`config.mk`:
```
export PLATFORM = sky130hd
export DESIGN_NAME = spi_link_supervisor
export DESIGN_NICKNAME = d
export VERILOG_FILES = /design/src/rtl/spi_link_pkg.sv /design/src/rtl/link_watchdog.sv /design/src/rtl/spi_link_supervisor.sv
export SDC_FILE = /design/constraint.sdc
export NUM_CORES = 1
export LEC_CHECK = 0
export BUFFER_PORTS_ARGS = -buffer_cell sky130_fd_sc_hd__clkbuf_2
export CAP_MARGIN = 20
export CORE_MARGIN = 3
export CORE_UTILIZATION = 33
export CTS_CLUSTER_SIZE = 25
export DETAILED_ROUTE_END_ITERATION = 10
export GPL_TIMING_DRIVEN = 0
export SETUP_SLACK_MARGIN = 0.05
export SLEW_MARGIN = 20
export SYNTH_ARGS = -nofsm -noshare
export SYNTH_HDL_FRONTEND = slang
export SYNTH_HIERARCHICAL = 1
export SYNTH_SLANG_ARGS = --single-unit
```
`constraint.sdc`:
```
create_clock -name clk_in -period 5.5 [get_ports clk_in]
set_clock_uncertainty 0.1 [all_clocks]
set_input_delay 0.55 -clock clk_in [delete_from_list [all_inputs] [get_ports clk_in]]
set_output_delay 0.55 -clock clk_in [all_outputs]
set_load 0.01 [all_outputs]
```
`src/rtl/spi_link_pkg.sv`:
```
// spi_link_pkg: shared link states and status byte layout for the SPI link supervisor
package spi_link_pkg;
  typedef enum logic [1:0] {IDLE = 2'b00, OK = 2'b01, DEGRADED = 2'b10, LOST = 2'b11} link_state_t;
  localparam int unsigned STATUS_STATE_HI = 7;
  localparam int unsigned STATUS_STATE_LO = 6;
  localparam int unsigned STATUS_ALARM = 5;
  localparam int unsigned STATUS_LAST_BAD = 4;
  localparam int unsigned STATUS_ERR_HI = 3;
  localparam int unsigned STATUS_ERR_LO = 0;
endpackage

```
`src/rtl/link_watchdog.sv`:
```
// link_watchdog: saturating cycle counter that flags expiry at TIMEOUT_CYC
module link_watchdog #(
  parameter int unsigned TIMEOUT_CYC = 25_000_000
) (
  input  logic clk_in,
  input  logic rst,
  input  logic clr_i,
  input  logic en_i,
  output logic expired_o
);
  localparam int unsigned W = $clog2(TIMEOUT_CYC + 1);
  logic [W-1:0] cnt_q, cnt_d;
  // count enabled cycles, holding at the timeout value until cleared
  always_comb cnt_d = clr_i ? '0 : (en_i && !expired_o) ? cnt_q + W'(1) : cnt_q;
  // counter register
  always_ff @(posedge clk_in or negedge rst)
    if (!rst) cnt_q <= '0;
    else cnt_q <= cnt_d;
  assign expired_o = cnt_q == W'(TIMEOUT_CYC);
endmodule

```
`src/rtl/spi_link_supervisor.sv`:
```
// spi_link_supervisor: audits SPI frames, commits good temperatures and tracks link health
module spi_link_supervisor
  import spi_link_pkg::*;
#(
  parameter int unsigned BITS_PER_FRAME = 8,
  parameter int unsigned TEMP_HI = 30,
  parameter int unsigned TEMP_LO = 28,
  parameter int unsigned ERR_LIMIT = 3,
  parameter int unsigned TIMEOUT_CYC = 25_000_000
) (
  input  logic       clk_in,
  input  logic       rst,
  input  logic       frame_done,
  input  logic [3:0] frame_bits,
  input  logic [7:0] frame_data,
  output logic [7:0] temp_q,
  output logic       alarm,
  output logic       link_ok,
  output logic [1:0] led,
  output logic [7:0] status_byte
);
  link_state_t state_q, state_d;
  logic [7:0] temp_d;
  logic alarm_q, alarm_d, last_bad_q, last_bad_d, expired, good, bad;
  logic [3:0] consec_q, consec_d, err_q, err_d;
  assign good = frame_done && frame_bits == 4'(BITS_PER_FRAME);
  assign bad = frame_done && frame_bits != 4'd0 && !good;
  link_watchdog #(.TIMEOUT_CYC(TIMEOUT_CYC)) u_wdog (
    .clk_in(clk_in),
    .rst(rst),
    .clr_i(good),
    .en_i(state_q == OK || state_q == DEGRADED),
    .expired_o(expired)
  );
  // frame classification, link FSM and alarm hysteresis; a frame outranks watchdog expiry
  always_comb begin
    state_d = state_q;
    temp_d = temp_q;
    alarm_d = alarm_q;
    last_bad_d = last_bad_q;
    consec_d = consec_q;
    err_d = err_q;
    if (good) begin
      state_d = OK;
      temp_d = frame_data;
      alarm_d = (32'(frame_data) > TEMP_HI) ? 1'b1 : (32'(frame_data) < TEMP_LO) ? 1'b0 : alarm_q;
      last_bad_d = 1'b0;
      consec_d = '0;
    end else if (bad) begin
      last_bad_d = 1'b1;
      consec_d = (consec_q == 4'hF) ? consec_q : consec_q + 4'd1;
      err_d = (err_q == 4'hF) ? err_q : err_q + 4'd1;
      state_d = (state_q == OK) ? DEGRADED :
                (state_q == DEGRADED && 32'(consec_d) >= ERR_LIMIT) ? LOST : state_q;
    end else if (expired) state_d = LOST;
    if (state_d == LOST) alarm_d = 1'b1;
  end
  // state and datapath registers
  always_ff @(posedge clk_in or negedge rst)
    if (!rst) begin
      state_q <= IDLE;
      temp_q <= '0;
      alarm_q <= 1'b0;
      last_bad_q <= 1'b0;
      consec_q <= '0;
      err_q <= '0;
    end else begin
      state_q <= state_d;
      temp_q <= temp_d;
      alarm_q <= alarm_d;
      last_bad_q <= last_bad_d;
      consec_q <= consec_d;
      err_q <= err_d;
    end
  assign alarm = alarm_q;
  assign link_ok = state_q == OK;
  assign led = {~link_ok, ~alarm_q};
  assign status_byte[STATUS_STATE_HI:STATUS_STATE_LO] = state_q;
  assign status_byte[STATUS_ALARM] = alarm_q;
  assign status_byte[STATUS_LAST_BAD] = last_bad_q;
  assign status_byte[STATUS_ERR_HI:STATUS_ERR_LO] = err_q;
endmodule

```
# Word level (Yosys, flattened, before mapping)
# Cells that the tools add are included.
[classes] add_sub_neg=3 order_cmp=3 n_eq_ne=7 mux=16 bitwise_logic=4 reduce_logical=15
[ops] cell="$mux W25" count=2
[ops] cell="$add A25 B1 Y25 const B" count=1
[ops] cell="$eq A25 B25 Y1 const B" count=1
[ops] cell="$eq A4 B4 Y1 const B" count=3
[ops] cell="$mux W4" count=3
[ops] cell="$mux W2" count=5
[ops] cell="$add A4 B1 Y4 const B" count=2
[ops] cell="$gt A8 B5 Y1 const B" count=1
[ops] cell="$lt A8 B5 Y1 const B" count=1
[ops] cell="$mux W1" count=6
[ops] cell="$reduce_bool A2 Y1" count=3
[ops] cell="$logic_and A1 B1 Y1" count=5
[ops] cell="$eq A2 B2 Y1 const B" count=2
[ops] cell="$ge A4 B2 Y1 const B" count=1
[ops] cell="$not A1 Y1" count=4
[ops] cell="$reduce_bool A4 Y1" count=1
[ops] cell="$reduce_and A3 Y1" count=1
[ops] cell="$reduce_bool A3 Y1" count=1
[ops] cell="$eq A2 B1 Y1 const B" count=1
[ops] cell="$logic_not A1 Y1" count=2
[ops] cell="$reduce_and A2 Y1" count=1
[ops] cell="$logic_or A1 B1 Y1" count=1
[totals] register_bits=45 input_bits=15 out_inout_bits=20 wordCells=55

# Logic depth before layout (Yosys ltp)
# Gate-level depths: netlist of the first run.
[logic_depth] depth_word=11 depth_mapped=9 depth_no_buf=9

# By module
# Netlist of the first run, hierarchy kept.
[by_module_without_submodules] mod="link_watchdog" n_inst=1 cells_per_inst=149 area_per_inst_um2=1391.3 seq_area_each_um2=625.6
[by_module_without_submodules] mod="spi_link_supervisor" n_inst=1 cells_per_inst=107 area_per_inst_um2=1014.7 seq_area_each_um2=500.5

# Worst setup path before layout of the first run
# Ideal clock, no wire load.
[synth_timing] path_type="register to register" from="register state_q[0]" to="register u_wdog.cnt_q[24]" setup_time_ns=0.125 arrival_time_ns=2.093 required_time_ns=5.275 slack_ns=3.182 path_stages_with_launch=9 path_buffers=2 period_less_slack_ns=2.318 cell_sequence="dfrtp_1 inv_1 ha_1 clkbuf_2 nand3_1 or3_4 buf_6 nor4_1 mux2_2"
[synth_between] elab_chain_len=4 elab_cells_between_ends=5 cone_classes="2 x eq/ne; 3 x reduce/logical"
[synth_lines] element="start, declared" line="spi_link_supervisor.sv:22" rtl="link_state_t state_q, state_d;"
[synth_lines] element="start signal, assigned" line="spi_link_supervisor.sv:68" rtl="state_q <= state_d;"
[synth_lines] element="$eq A2 B1 Y1 / $eq A2 B2 Y1 (equally long branches)" line="spi_link_supervisor.sv:32" rtl=".en_i(state_q == OK || state_q == DEGRADED),"
[synth_lines] element="$logic_or A1 B1 Y1 (*)" line="spi_link_supervisor.sv:32"
[synth_lines] element="$logic_and A1 B1 Y1 (*)" line="link_watchdog.sv:14" rtl="always_comb cnt_d = clr_i ? '0 : (en_i && !expired_o) ? cnt_q + W'(1) : cnt_q;"
[synth_lines] element="$reduce_bool A2 Y1 (no line) (*)"
[synth_lines] element="end signal, assigned" line="link_watchdog.sv:18" rtl="else cnt_q <= cnt_d;"
[synth_lines] element="end, declared" line="link_watchdog.sv:12" rtl="logic [W-1:0] cnt_q, cnt_d;"
# Mark *: on every way between the ends. The rest lies on a longest branch, timed or not.
# A chain may end at the register's enable or synchronous reset.

# Final worst setup path of the first run
# Ends and elaborated chain as after synthesis.

==> results of run 1 <==
metal layers:
metal | track usage | vias to the layer above | part of all wire
li1 | - | 991 | -
met1 | 0.191 | 974 | 0.50
met2 | 0.213 | 37 | 0.46
met3 | 0.0249 | 4 | 0.030
met4 | 0.0339 | 0 | 0.0090
met5 | 0 | - | 0
area by class of cell:
cell class / instances / area (sq um)
buffer: 10 / 55.1
clock buffer: 6 / 72.6
clock inverter: 2 / 38.8
fill: 704 / 4130
inverter: 13 / 48.8
multi-input combinational: 188 / 1180
sequential: 45 / 1130
tap: 96 / 120
timing repair buffer: 34 / 173
state kept, by name, summed over array words and instances (netlist names):
| register | count |
|---|---|
| alarm | 1 |
| consec_q | 4 |
| err_q | 4 |
| last_bad_q | 1 |
| state_q | 2 |
| temp_q | 8 |
| u_wdog/cnt_q | 25 |
worst max-delay path, cell delays in order, from the launching register on:
cell and delay [ns]:
dfrtp_1 0.42, inv_1 0.11, ha_1 0.28, clkbuf_2 0.17, nand3_1 0.11, or3_4 0.38, buf_6 0.16, nor4_1 0.26
mux2_2 0.37
cell usage after synthesis (2+ instances only):
master    instances  area share
dfrtp_1          45        0.47
nand2_1          40       0.062
a21oi_1          19       0.040
nor2_1           17       0.027
inv_1            13       0.020
nand3_1          10       0.021
o31ai_1           8       0.025
or4_1             8       0.025
ha_1              7       0.036
nand4_1           7       0.018
xor2_1            7       0.025
o21ai_0           6       0.012
clkbuf_1          5      0.0078
mux2_2            5       0.023
nor4_1            5       0.013
and4_1            4       0.015
nor2b_1           4       0.010
nor3_1            4      0.0083
or3_1             4       0.010
a31oi_1           3      0.0078
and3_1            3      0.0078
mux2i_1           3       0.012
nand2b_1          3      0.0078
xnor2_1           3       0.011
and2_1            2      0.0052
buf_4             2      0.0062
report_power, final:
part           internal (mW)  switching [mW]
registers              0.430           0.116
clock network          0.137           0.118
logic                  0.163           0.172
total                  0.729           0.406
final timing paths:
path                                from          endpoint  depth (start not counted)
hold / removal                       rst  u_wdog/cnt_q[14]                          1
min in group clk_in        frame_data[4]         temp_q[4]                          3
max in group asynchronous            rst   u_wdog/cnt_q[2]                          1
setup reg to reg              state_q[0]  u_wdog/cnt_q[24]                          8
setup / recovery              state_q[0]  u_wdog/cnt_q[24]                          8
hold reg to reg                temp_q[2]         temp_q[2]                          2
metrics by stage:
| stage | cell area [sq um] | hold slack, ns |
|---|---|---|
| 3_3_place_gp | 2700 | 0.360 |
| 2_1_floorplan | 2410 | 0.154 |
| 5_1_grt | 2810 | 0.238 |
| 3_5_place_dp | 2700 | 0.362 |
| 6_report | 2810 | 0.181 |
| 4_1_cts | 2810 | 0.210 |
logic make-up after synthesis:
family	after synthesis	synth area share
and+or+nand+nor	119	0.261
DFF	45	0.468
AOI/OAI and AO/OA	44	0.120
buffers and inverters	23	0.0432
xor gates and xnor gates	10	0.0364
muxes	8	0.0359
adders and majority gates	7	0.0364
==> summary.txt, run 1 <==
Status
  – Outcome: completed

Flow run
  – Max_cap viols: 0

STA
  – Period minus WS final: 2.47 ns
  – Unrepaired setup endpoints after global routing: no
  – Final worst setup slack: 3.03 ns
  – Final Hold Fails: 0
  – Setup TNS Final: 0 ns
  – Actual slew at the worst max-slew pin: 0.623 ns
  – Final setup fails: 0
  – Fin. max-slew vios: 0
  – Tcrit/Tclk final: 0.449
  – Slew HR: 0.585
  – F_max: 405 MHz

Hold path
  – HP Class: input pin to async pin

Clocking
  – CTS buffer count: 5
  – Clock root cell: clkbuf_8
  – Hold-fix buffers at CTS: 0
  – Clock sink total: 45
  – Clock slew at reported path FFs: 0.09 ns
  – CTS max path bufs: 2
  – Post-CTS Setup Bufs: 0
  – CTS resizes: 0
  – H-tree depth: 2
  – Latest clock arrival within the worst-skew pair: 0.30 ns
  – CTS tree: built

Logic synthesis
  – Syn avg cell area: 9.40 sq um
  – Mapped cell area: 0.00241 sq mm
  – Post-Synthesis Cells: 256
  – Warnings from Yosys: 6
  – Async SR Flop Fraction: 1.00
  – Flops & latches, synth: 45
  – Post-synth EDFFs: 0
  – Sequential area share after synthesis: 0.468
  – Synth Flop Type: dfrtp_1
  – Post-synthesis cell type count: 45
  – Mapped Nets: 278

Final layout
  – Final Util: 0.405
  – Area grow syn2layout: 16.8%
  – Finished Layout Cells: 394
  – Layout cells sized above 1: 0.191
  – Ant. Diodes: 0
  – Commonest non-fill, non-tap cells in the layout: dfrtp_1 (45), nand2_1 (40), clkbuf_2 (34), a21oi_1 (19), nor2_1 (17)
  – # nets final: 319
  – Most common cell after layout, fill and taps aside: dfrtp_1

Power and ir drop
  – Peak VDD IR: 0.103 mV
  – Total leakage power: 1.27 nW
  – Cell Pwr Density: 404 mW/mm^2
  – Tot Pwr: 1.14 mW

Placement
  – Placed Instances: 386
  – Dpl ws: 2.89 ns
  – RD Place Congestion: 0.734
  – PortBufs: 34
  – Final HPWL DP: 3.72 mm

Global route
  – Largest net degree at the start of global routing: 46
  – Vias in the first global route: 1985
  – Global-route wire length before repair: 9.40 mm
  – GR Overflow Total: 0
  – Initial antenna violation count: 0
  – Global Route Usage Sum: 0.135

Route
  – Post-DR wirelength/cell: 13.3 microns
  – Vias: 2006
  – Antenna viol nets, final: 0
  – # DRC: 0
  – DR iter-0 viols: 170
  – DR pass1 iterations: 5
  – Routed WL: 5.22 mm
  – Avg Vias per Cell: 5.09

Floorplanning
  – Die area: 0.00835 sq mm
  – Row Count: 30
  – I/O Pins: 35
  – Initial Utilization: 0.346
  – Chip height: 91.4 microns
  – Die Wd: 91.4 microns
  – Std-Cell Core Area: 0.00694 sq mm

Worst setup path
  – Critical path type: register to register
  – Arrival @ worst endpoint: 2.56 ns
  – R2r setup slk: 3.03 ns
  – Endpoint type of the worst setup path: register
  – Worst-path fanout max: 10
  – CP required: 5.59 ns
  – CP Launch Type: register
No activity file was read; power rests on OpenSTA's default activity.
==> run 2: changes to the inputs <==
- clock period: 5.5 -> 2.35 ns (I/O delays scaled with it)
==> run 2 against run 1 <==
Net effect: register-to-register slack got worse by 2.9 ns; worst setup slack got worse by 2.9 ns; via count increased by 0.60%; clock power increased by 89%; cell count increased by 2.3%; combinational power increased to 2.6 times the previous value; critical path type unchanged; largest power group unchanged.
==> summary.txt, run 2 (synthesized netlist as in run 1, its figures left out) <==
Route
  – Routed WL: 5.28 mm
  – Antenna viol nets, final: 0
  – DR iter-0 viols: 63
  – # DRC: 0
  – DR pass1 iterations: 4
  – Vias: 2018
  – Post-DR wirelength/cell: 13.1 microns
  – Avg Vias per Cell: 5.01

Power and ir drop
  – Comb power frac: 0.331
  – Cell Pwr Density: 899 mW/mm^2
  – Cell Int Power: 1.65 mW
  – Clock network power share: 0.184
  – Seq pwr share: 0.485
  – Switching Power: 966 uW
  – Switching share of power: 0.369
  – Tot Pwr: 2.62 mW
  – Total leakage power: 1.31 nW
  – Peak VDD IR: 0.281 mV

Floorplanning
  – Chip height: 91.4 microns
  – Die Wd: 91.4 microns
  – Row Count: 30
  – Std-Cell Core Area: 0.00694 sq mm
  – I/O Pins: 35
  – Initial Utilization: 0.346
  – Die area: 0.00835 sq mm

STA
  – Final Hold Fails: 0
  – Final setup fails: 0
  – Fin. max-slew vios: 0
  – Unrepaired setup endpoints after global routing: no
  – Final worst setup slack: 0.126 ns
  – Tcrit/Tclk final: 0.946
  – Actual slew at the worst max-slew pin: 0.622 ns
  – Period minus WS final: 2.22 ns
  – Slew HR: 0.586
  – F_max: 450 MHz

Global route
  – Initial antenna violation count: 0
  – Vias in the first global route: 1912
  – Largest net degree at the start of global routing: 46
  – GR Overflow Total: 0
  – Global Route Usage Sum: 0.130
  – Global-route wire length before repair: 8.89 mm

Final layout
  – Commonest non-fill, non-tap cells in the layout: dfrtp_1 (45), nand2_1 (40), clkbuf_2 (33), nor2_1 (17), a21oi_1 (17)
  – Largest registers: u_wdog/cnt_q x25, temp_q x8
  – Layout cells sized above 1: 0.235
  – Multi-input gate area: 0.00122 sq mm
  – Finished Cell Area: 0.00291 sq mm
  – Max FFs per register: 25
  – Most flops, register: u_wdog/cnt_q
  – Area grow syn2layout: 21.0%
  – Finished Layout Cells: 403
  – Ant. Diodes: 0
  – Layout fillers: 700
  – # nets final: 328
  – Final Util: 0.419
  – Register Area: 0.00113 sq mm
  – Most common cell after layout, fill and taps aside: dfrtp_1

Clocking
  – Latest clock arrival within the worst-skew pair: 0.30 ns
  – CTS tree: built
  – Clock root cell: clkbuf_8
  – Clock sink total: 45
  – H-tree depth: 2
  – CTS max path bufs: 2
  – CTS buffer count: 5
  – Clock slew at reported path FFs: 0.09 ns

Flow run
  – Max_cap viols: 0

Placement
  – Dpl ws: -0.0868 ns
  – RD Place Congestion: 0.767
  – Placed Instances: 386
  – Final HPWL DP: 3.69 mm
  – Placed Area: 0.00271 sq mm
  – PortBufs: 34

Worst setup path
  – CP Launch Type: register
  – Arrival @ worst endpoint: 2.35 ns
  – Endpoint type of the worst setup path: register
  – CP startpoint: state_q[1]
  – Critical path type: register to register
  – Worst-path fanout max: 3
  – CP required: 2.48 ns
  – Reg2reg start: state_q[1]

Hold path
  – Worst Hold Launch: frame_data[4]
  – HP Class: input pin to register

Status
  – Outcome: completed
-- run 2: changes by cell type in the layout (fill, tap and decap cells not counted), moves of 2 or more --
cell and delta:
inv_1 -2, clkinvlp_4 +2, a21oi_2 +2, inv_2 +2, a21oi_1 -2, buf_4 +8
-- run 2: critical path, cell delays in order, from the launching register on --
cell and delay [ns]:
dfrtp_1 0.38, inv_2 0.07, ha_4 0.26, clkbuf_8 0.11, nand3_1 0.08, or3_4 0.37
buf_4 0.16, or4_1 0.47, a21oi_1 0.14
-- run 2: final timing paths --
path	to	cells after the start	slack, ns
max	u_wdog/cnt_q[22]	8	0.13
min	temp_q[4]	3	0.04
max reg2reg	u_wdog/cnt_q[22]	8	0.13
min reg2reg	temp_q[2]	2	0.38
max in group asynchronous	u_wdog/cnt_q[2]	2	1.33
min in group asynchronous	u_wdog/cnt_q[14]	2	0.42
-- run 2: stage by stage --
stage               hold WS [ns]  setup TNS (ns)
floorplan                 -0.161               0
global placement           0.348         -0.0584
detailed placement         0.228         -0.0988
CTS                       0.0348               0
global route              0.0416               0
finish                    0.0398               0
-- run 2: final cells by class --
type | instances | area share
plain buffers | 10 | 0.0232
multi-input cells | 188 | 0.419
inverters | 13 | 0.0168
well taps | 96 | 0.0413
clock inverters | 2 | 0.00516
repair buffers | 43 | 0.0834
clock buffers | 6 | 0.0249
flip-flops and latches | 45 | 0.387
-- run 2: power groups by stage --
| stage | combinational (mW) | sequential [mW] | clock, mW |
|---|---|---|---|
| floorplan | 0.543 | 1.26 | 0 |
| CTS | 0.851 | 1.27 | 0.508 |
| global route | 0.985 | 1.32 | 0.532 |
| detailed placement | 0.792 | 1.29 | 0 |
| finish | 0.866 | 1.27 | 0.482 |
| global placement | 0.771 | 1.28 | 0 |
-- run 2: what timing repair did --
item	in CTS	in global routing
setup buffers	6	2
cloned	0	0
hold buffers	1	0
resized for setup	7	4
pin swaps	2	5
setup endpoints to repair	4	9
endpoints found under the hold margin	45	0
-- run 2: routing by layer --
layer	part of all wire	track usage
met1	0.51	0.178
met4	0.017	0.0490
met2	0.45	0.203
met3	0.023	0.0240
met5	0	0
